--- src/rtl/phase_addr_gen_if.sv ---
// Control and address bus of the multi-channel phase-offset address generator.
// The master drives the sweep controls and offsets; the slave (the generator)
// returns one registered read address per channel plus the wrap/done flags.
interface phase_addr_gen_if #(
  parameter int ADDRESS_WIDTH = 8,
  parameter int NUM_CH        = 2
) ();
  logic                            en;
  logic [ADDRESS_WIDTH-1:0]        incr;
  logic [ADDRESS_WIDTH-1:0]        limit;
  logic [1:0]                      mode;
  logic                            restart;
  logic                            offset_load;
  logic [NUM_CH*ADDRESS_WIDTH-1:0] offset;
  logic [NUM_CH*ADDRESS_WIDTH-1:0] addr;
  logic                            wrap;
  logic                            done;

  modport master (
    output en, incr, limit, mode, restart, offset_load, offset,
    input  addr, wrap, done
  );

  modport slave (
    input  en, incr, limit, mode, restart, offset_load, offset,
    output addr, wrap, done
  );
endinterface

--- src/rtl/phase_addr_gen.sv ---
// Multi-channel phase-offset address generator.
// A single phase accumulator sweeps 0..limit (wrap-up, wrap-down, one-shot or
// ping-pong); each channel address is the post-update phase plus that
// channel's offset, reduced once modulo limit+1. All sums use AW+1 bits so
// nothing overflows. Outputs are registered: the response to inputs sampled
// at one edge is visible right after that edge.
module phase_addr_gen #(
  parameter int ADDRESS_WIDTH = 8,
  parameter int NUM_CH        = 2
) (
  input  logic             clk,
  input  logic             rst,
  phase_addr_gen_if.slave  bus
);

  localparam int AW = ADDRESS_WIDTH;

  typedef enum logic [1:0] {
    MODE_WRAP_UP   = 2'b00,
    MODE_WRAP_DOWN = 2'b01,
    MODE_ONE_SHOT  = 2'b10,
    MODE_PING_PONG = 2'b11
  } mode_t;

  typedef enum logic {
    DIR_UP   = 1'b0,
    DIR_DOWN = 1'b1
  } dir_t;

  // State
  logic [AW-1:0]        phase_r;
  dir_t                 dir_r;
  logic                 done_r;
  logic                 wrap_r;
  logic [AW-1:0]        off_r [NUM_CH];
  logic [NUM_CH*AW-1:0] addr_r;

  // Next-state values
  logic [AW-1:0]        phase_nx_s;
  dir_t                 dir_nx_s;
  logic                 done_nx_s;
  logic                 wrap_nx_s;
  logic [AW-1:0]        off_nx_s [NUM_CH];
  logic [NUM_CH*AW-1:0] addr_nx_s;

  // AW+1-bit arithmetic helpers
  mode_t                mode_s;
  logic [AW:0]          lim_s;
  logic [AW:0]          mod_s;
  logic [AW:0]          step_s;
  logic [AW:0]          sum_s;
  logic [AW:0]          sum_wrap_s;
  logic [AW:0]          dec_s;
  logic [AW:0]          refl_s;
  logic [AW:0]          asum_s [NUM_CH];
  logic [AW:0]          ared_s [NUM_CH];

  assign mode_s     = mode_t'(bus.mode);
  assign lim_s      = {1'b0, bus.limit};
  assign mod_s      = lim_s + {{AW{1'b0}}, 1'b1};
  // Effective step is clamped to the range top so one step never laps twice.
  assign step_s     = (bus.incr < bus.limit) ? {1'b0, bus.incr} : lim_s;
  assign sum_s      = {1'b0, phase_r} + step_s;
  assign sum_wrap_s = sum_s - mod_s;
  assign dec_s      = {1'b0, phase_r} - step_s;
  assign refl_s     = {1'b0, phase_r} + mod_s - step_s;

  // Phase, direction, done and wrap next state: restart beats en.
  always_comb begin
    phase_nx_s = phase_r;
    dir_nx_s   = dir_r;
    done_nx_s  = done_r;
    wrap_nx_s  = 1'b0;
    if (bus.restart) begin
      phase_nx_s = {AW{1'b0}};
      dir_nx_s   = DIR_UP;
      done_nx_s  = 1'b0;
    end else if (bus.en) begin
      if ((mode_s == MODE_ONE_SHOT) && done_r) begin
        // Completed one-shot: en has no effect until restart.
        phase_nx_s = phase_r;
      end else if ({1'b0, phase_r} > lim_s) begin
        // Limit was lowered below the phase: re-enter the range.
        phase_nx_s = (mode_s == MODE_WRAP_DOWN) ? bus.limit : {AW{1'b0}};
        wrap_nx_s  = 1'b1;
      end else begin
        case (mode_s)
          MODE_WRAP_UP: begin
            if (sum_s > lim_s) begin
              phase_nx_s = sum_wrap_s[AW-1:0];
              wrap_nx_s  = 1'b1;
            end else begin
              phase_nx_s = sum_s[AW-1:0];
            end
          end
          MODE_WRAP_DOWN: begin
            if ({1'b0, phase_r} < step_s) begin
              phase_nx_s = refl_s[AW-1:0];
              wrap_nx_s  = 1'b1;
            end else begin
              phase_nx_s = dec_s[AW-1:0];
            end
          end
          MODE_ONE_SHOT: begin
            // limit=0 gives a zero step, yet the single pass is complete.
            if ((sum_s > lim_s) || (bus.limit == {AW{1'b0}})) begin
              phase_nx_s = bus.limit;
              done_nx_s  = 1'b1;
              wrap_nx_s  = 1'b1;
            end else begin
              phase_nx_s = sum_s[AW-1:0];
            end
          end
          MODE_PING_PONG: begin
            if (dir_r == DIR_UP) begin
              if (sum_s > lim_s) begin
                phase_nx_s = bus.limit;
                dir_nx_s   = DIR_DOWN;
                wrap_nx_s  = 1'b1;
              end else begin
                phase_nx_s = sum_s[AW-1:0];
              end
            end else begin
              if ({1'b0, phase_r} < step_s) begin
                phase_nx_s = {AW{1'b0}};
                dir_nx_s   = DIR_UP;
                wrap_nx_s  = 1'b1;
              end else begin
                phase_nx_s = dec_s[AW-1:0];
              end
            end
          end
          default: begin
            phase_nx_s = phase_r;
          end
        endcase
      end
    end else begin
      phase_nx_s = phase_r;
    end
  end

  // Offset capture (clamped to limit) and per-channel address from next-state values.
  always_comb begin
    addr_nx_s = {(NUM_CH*AW){1'b0}};
    for (int i = 0; i < NUM_CH; i++) begin
      if (bus.offset_load) begin
        off_nx_s[i] = (bus.offset[i*AW +: AW] < bus.limit) ? bus.offset[i*AW +: AW] : bus.limit;
      end else begin
        off_nx_s[i] = off_r[i];
      end
      asum_s[i] = {1'b0, phase_nx_s} + {1'b0, off_nx_s[i]};
      ared_s[i] = asum_s[i] - mod_s;
      if (asum_s[i] > lim_s) begin
        addr_nx_s[i*AW +: AW] = ared_s[i][AW-1:0];
      end else begin
        addr_nx_s[i*AW +: AW] = asum_s[i][AW-1:0];
      end
    end
  end

  // State and output registers; rst overrides every other input.
  always_ff @(posedge clk) begin
    if (rst) begin
      phase_r <= {AW{1'b0}};
      dir_r   <= DIR_UP;
      done_r  <= 1'b0;
      wrap_r  <= 1'b0;
      addr_r  <= {(NUM_CH*AW){1'b0}};
      for (int i = 0; i < NUM_CH; i++) begin
        off_r[i] <= {AW{1'b0}};
      end
    end else begin
      phase_r <= phase_nx_s;
      dir_r   <= dir_nx_s;
      done_r  <= done_nx_s;
      wrap_r  <= wrap_nx_s;
      addr_r  <= addr_nx_s;
      for (int i = 0; i < NUM_CH; i++) begin
        off_r[i] <= off_nx_s[i];
      end
    end
  end

  assign bus.addr = addr_r;
  assign bus.wrap = wrap_r;
  assign bus.done = done_r;

endmodule

--- src/flat_wrapper.sv ---
// flat-port wrapper written by rule: the top's interface ports become plain ports
module phase_addr_gen_flat 
#(
  parameter int ADDRESS_WIDTH = 8,
  parameter int NUM_CH        = 2
)
  (clk, rst, bus_en, bus_incr, bus_limit, bus_mode, bus_restart, bus_offset_load, bus_offset, bus_addr, bus_wrap, bus_done);
  phase_addr_gen_if #(.ADDRESS_WIDTH(ADDRESS_WIDTH), .NUM_CH(NUM_CH)) bus_i ();
  input  logic clk;
  input  logic rst;
  input wire logic [$bits(bus_i.en)-1:0] bus_en;
  input wire logic [$bits(bus_i.incr)-1:0] bus_incr;
  input wire logic [$bits(bus_i.limit)-1:0] bus_limit;
  input wire logic [$bits(bus_i.mode)-1:0] bus_mode;
  input wire logic [$bits(bus_i.restart)-1:0] bus_restart;
  input wire logic [$bits(bus_i.offset_load)-1:0] bus_offset_load;
  input wire logic [$bits(bus_i.offset)-1:0] bus_offset;
  output wire logic [$bits(bus_i.addr)-1:0] bus_addr;
  output wire logic [$bits(bus_i.wrap)-1:0] bus_wrap;
  output wire logic [$bits(bus_i.done)-1:0] bus_done;
  assign bus_i.en = bus_en;
  assign bus_i.incr = bus_incr;
  assign bus_i.limit = bus_limit;
  assign bus_i.mode = bus_mode;
  assign bus_i.restart = bus_restart;
  assign bus_i.offset_load = bus_offset_load;
  assign bus_i.offset = bus_offset;
  assign bus_addr = bus_i.addr;
  assign bus_wrap = bus_i.wrap;
  assign bus_done = bus_i.done;
  phase_addr_gen #(.ADDRESS_WIDTH(ADDRESS_WIDTH), .NUM_CH(NUM_CH)) u_core (.clk(clk), .rst(rst), .bus(bus_i));
endmodule
--- config.mk ---
export PLATFORM = sky130hd
export DESIGN_NAME = phase_addr_gen_flat
export DESIGN_NICKNAME = d
export VERILOG_FILES = /design/src/rtl/phase_addr_gen_if.sv /design/src/rtl/phase_addr_gen.sv /design/src/flat_wrapper.sv
export SDC_FILE = /design/constraint.sdc
export NUM_CORES = 1
export LEC_CHECK = 0
export CAP_MARGIN = 20
export CORE_ASPECT_RATIO = 0.6
export CORE_MARGIN = 2
export CORE_UTILIZATION = 60
export DETAILED_ROUTE_END_ITERATION = 10
export PLACE_DENSITY_LB_ADDON = 0.12
export SKIP_LAST_GASP = 1
export SLEW_MARGIN = 0
export SYNTH_ARGS = -nofsm -noshare
export SYNTH_HDL_FRONTEND = slang
export SYNTH_SLANG_ARGS = --single-unit
--- constraint.sdc ---
create_clock -name clk -period 22.2 [get_ports clk]
set_input_delay 4.44 -clock clk [delete_from_list [all_inputs] [get_ports clk]]
set_output_delay 4.44 -clock clk [all_outputs]
set_load 0.005 [all_outputs]
==> results.yml <==
place:
  place_congestion: 1.10
  dp.final_hpwl_mm: 18.1
  io_buffer_count: 56
  dpl_worst_slack_ns: 8.24
  place_area_mm2: 0.00712
  numPlacedInstances: 969
synth:
  yosys-top-cells-area: "sky130_fd_sc_hd__ha_1 (23%), sky130_fd_sc_hd__dfxtp_1 (13%), sky130_fd_sc_hd__a21oi_1 (5.7%)"
  postSynthNetCount: 966
  ys_warn_count: 0
  synth-seq-cells: 43
  synthDominantCellAreaShare_pct: 22.7
  post_synth.cell_area_avg_um2: 8.09
  synthesis.instances: 796
  synth_enable_flop_cells: 0
  synth_async_sr_flop_share_pct: 0
  post_synth_instance_area_mm2: 0.00644
  synth.yosys.seq_area_share_pct: 13.4
  yosys.area.top_type: "sky130_fd_sc_hd__ha_1"
  ys_types: 69
  yosys_most_used_dff: "sky130_fd_sc_hd__dfxtp_1"
drt:
  drt-vias-per-instance: 6.67
  vias: 6516
  router_iterations_before_antenna_repair: 5
  wl_per_cell_um: 23.1
  initialDrtViolationCount: 703
  route.final.wire_length_mm: 22.6
  route.detailed.drc: 0
  ant_nets: 0
pwr:
  power_frac_seq_pct: 15.0
  cellPowerDensity_mw_per_mm2: 95.5
  cellLeakagePower_nw: 3.31
  power.share.switching_pct: 48.7
  power.total_uw: 693
  max-vdd-ir-drop_mv: 0.0905
  power_frac_clock_pct: 10.9
  pwr-share-comb_pct: 74.1
  power_switching_uw: 337
  internal-power_uw: 356
job:
  max_cap_violations: 0
worst_setup_path:
  setup.worst_path.end_class: "flip-flop"
  timing.setup.critical_path_class: "input port to flip-flop"
  crit_path_start: "bus_limit[2]"
  r2r_start: "u_core.phase_r[0]"
  worstSetupStartpointType: "input port"
  critPathTopFamily: "compound AO/OA/AOI/OAI gates"
  worst_ep_required_time_ns: 22.37
  critical-path-top-cell-by-count: "sky130_fd_sc_hd__ha_1"
  critical_path_buf_inv_count: 3
  timing.critical_path.slowest_stage_cell: "sky130_fd_sc_hd__clkdlybuf4s50_1"
  cp.arrival_ns: 14.18
  delay_of_the_slowest_critical_path_stage_ns: 0.89
  worst-path-max-fanout: 12
timing:
  setup_slack_ns: 8.19
  final_max_slew_viol_count: 0
  fin_worst_hold_slack_ns: 0.525
  max_freq_mhz: 71.4
  fin_crit_sh_pct: 63.1
  hold_viol: 0
  setup_viol_count_final: 0
  rsz0062_at_grt: "no"
  maxSlewHeadroom_pct: 33.0
  clock-skew-final_ns: 0.00472
  setup_tns_ns: 0
  period_needed_ns: 14.01
  worst_pin_slew_ns: 0.998
clocking:
  maximum_buffer_depth_of_the_clock_tree: 2
  tritoncts: "done"
  clock_insertion_delay_worst_skew_ns: 0.30
  cts_sinks: 43
  htree_num_levels: 2
  post-cts-setup-buffers: 0
  cts_resized: 0
  path_clk_slew_ns: 0.06
  post_cts_hold_fix_bufs: 0
  cts_buffers: 5
  cts_root_buf: "sky130_fd_sc_hd__clkbuf_16"
floorplan:
  die_w_um: 138
  io-pin-count: 57
  floorplan.die.height_um: 84.2
  initial_utilization_pct: 61.2
  coreArea_mm2: 0.0105
  design.die.area_mm2: 0.0116
  fp-row-count: 29
finish:
  post_layout_nonfiller_instances: 977
  layout.core_utilization_pct: 69.0
  final_layout_size_suffix_gt1_share_pct: 4.06
  finalNetCount: 1007
  layout-area-overhead-vs-synth_pct: 12.8
  final_design_area_no_fill_mm2: 0.00726
  antennaDiodeCount: 0
global_route:
  first_global_vias: 6318
  antenna_found_initial: 0
  grt_remaining_overflow: 0
  grt_max_degree: 49
  track_usage_pct: 39.7
  grt_first_pass_wirelength_mm: 34.7
run_status:
  run_status: "completed"
min_path:
  worst_hold_startpoint: "u_core.off_r[0][2]"
  min_path_type: "flip-flop to flip-flop"
worst min-delay path, cell delays in order, from the launching register on:
cell                       delay [ns]
sky130_fd_sc_hd__dfxtp_1         0.30
sky130_fd_sc_hd__nor2_1          0.11
sky130_fd_sc_hd__a211oi_1        0.06
worst paths after layout:
path	to	cells after the start	slack, ns
setup / recovery	u_core.bus.addr[13]	37	8.19
hold / removal	u_core.off_r[0][2]	2	0.53
setup reg to reg	u_core.bus.addr[13]	30	14.56
hold reg to reg	u_core.off_r[0][2]	2	0.53
cell type report:
| type | instances | area (um2) |
|---|---|---|
| multi-input combinational | 666 | 5250 |
| sequential | 43 | 861 |
| inverter | 57 | 214 |
| clock inverter | 2 | 12.5 |
| clock buffer | 6 | 129 |
| fill | 828 | 3260 |
| timing repair buffer | 64 | 621 |
| tap | 139 | 174 |
Yosys cell counts (3+ instances only):
| cell | count |
|---|---|
| sky130_fd_sc_hd__o21bai_1 | 10 |
| sky130_fd_sc_hd__o211ai_1 | 17 |
| sky130_fd_sc_hd__nand4_1 | 6 |
| sky130_fd_sc_hd__a31oi_1 | 4 |
| sky130_fd_sc_hd__a211oi_1 | 24 |
| sky130_fd_sc_hd__o32ai_1 | 3 |
| sky130_fd_sc_hd__xor2_1 | 10 |
| sky130_fd_sc_hd__mux2_2 | 7 |
| sky130_fd_sc_hd__o21a_1 | 12 |
| sky130_fd_sc_hd__fa_1 | 14 |
| sky130_fd_sc_hd__xnor2_1 | 41 |
| sky130_fd_sc_hd__a21o_1 | 20 |
| sky130_fd_sc_hd__inv_1 | 55 |
| sky130_fd_sc_hd__a32oi_1 | 3 |
| sky130_fd_sc_hd__nand2_1 | 38 |
| sky130_fd_sc_hd__o221ai_1 | 3 |
| sky130_fd_sc_hd__or2_2 | 4 |
| sky130_fd_sc_hd__nand2b_1 | 11 |
| sky130_fd_sc_hd__dfxtp_1 | 43 |
| sky130_fd_sc_hd__nor3_1 | 18 |
| sky130_fd_sc_hd__nor2b_1 | 21 |
| sky130_fd_sc_hd__ha_1 | 117 |
| sky130_fd_sc_hd__mux2i_1 | 32 |
| sky130_fd_sc_hd__o21ai_1 | 3 |
| sky130_fd_sc_hd__or2_1 | 3 |
| sky130_fd_sc_hd__and2_1 | 8 |
| sky130_fd_sc_hd__nor3b_1 | 3 |
| sky130_fd_sc_hd__clkbuf_1 | 28 |
| sky130_fd_sc_hd__o21ai_0 | 26 |
| sky130_fd_sc_hd__a21oi_1 | 73 |
| sky130_fd_sc_hd__nor4_1 | 4 |
| sky130_fd_sc_hd__nor2_1 | 62 |
| sky130_fd_sc_hd__nand3_1 | 17 |
| sky130_fd_sc_hd__and3_1 | 4 |
| sky130_fd_sc_hd__or3_1 | 8 |
routing by layer:
layer | wire (um) | track usage [%]
met1 | 9860 | 57.0
met2 | 8610 | 54.9
met3 | 3610 | 16.3
met4 | 522 | 9.46
met5 | 0 | 0
cell usage in the layout (no fill, tap or decap), types with 3 or more instances in the layout:
cell type / count
sky130_fd_sc_hd__ha_1: 117
sky130_fd_sc_hd__a21oi_1: 73
sky130_fd_sc_hd__nor2_1: 62
sky130_fd_sc_hd__clkdlybuf4s50_1: 56
sky130_fd_sc_hd__inv_1: 55
sky130_fd_sc_hd__dfxtp_1: 43
sky130_fd_sc_hd__xnor2_1: 41
sky130_fd_sc_hd__nand2_1: 38
sky130_fd_sc_hd__mux2i_1: 32
sky130_fd_sc_hd__o21ai_0: 26
sky130_fd_sc_hd__a211oi_1: 24
sky130_fd_sc_hd__nor2b_1: 21
sky130_fd_sc_hd__a21o_1: 20
sky130_fd_sc_hd__nor3_1: 18
sky130_fd_sc_hd__o211ai_1: 17
sky130_fd_sc_hd__nand3_1: 17
sky130_fd_sc_hd__fa_1: 14
sky130_fd_sc_hd__o21a_1: 12
sky130_fd_sc_hd__nand2b_1: 11
sky130_fd_sc_hd__xor2_1: 10
sky130_fd_sc_hd__o21bai_1: 10
sky130_fd_sc_hd__and2_1: 8
sky130_fd_sc_hd__or3_1: 8
sky130_fd_sc_hd__buf_4: 8
sky130_fd_sc_hd__mux2_2: 7
sky130_fd_sc_hd__nand4_1: 6
sky130_fd_sc_hd__clkbuf_16: 5
sky130_fd_sc_hd__a31oi_1: 4
sky130_fd_sc_hd__or2_2: 4
sky130_fd_sc_hd__and3_1: 4
sky130_fd_sc_hd__nor4_1: 4
sky130_fd_sc_hd__o21ai_1: 3
sky130_fd_sc_hd__a32oi_1: 3
sky130_fd_sc_hd__or2_1: 3
sky130_fd_sc_hd__o221ai_1: 3
sky130_fd_sc_hd__nor3b_1: 3
sky130_fd_sc_hd__o32ai_1: 3
power groups by stage:
stage / Sequential (mW) / Clock (mW) / Combinational (mW)
floorplan: 0.103 / 0 / 0.343
global placement: 0.104 / 0 / 0.476
detailed placement: 0.105 / 0 / 0.491
CTS: 0.103 / 0.0761 / 0.495
global route: 0.105 / 0.0794 / 0.557
finish: 0.104 / 0.0757 / 0.514
flip-flops by register name, indices dropped and copies added, names as in the netlist:
signal and cells:
u_core.bus.done 1, u_core.bus.wrap 1, u_core.off_r 16, u_core.dir_r 1, u_core.phase_r 8, u_core.bus.addr 16
kinds of logic after synthesis:
kind of cell / after synthesis / synth area share (%)
mux: 40 / 6.38
xor+xnor: 52 / 7.29
buf+inv: 87 / 5.09
fa+ha+maj: 131 / 27.1
flops: 43 / 13.4
compound gates: 231 / 24.3
simple gates: 212 / 16.5
Note: power is estimated with default switching activity, not from simulation.
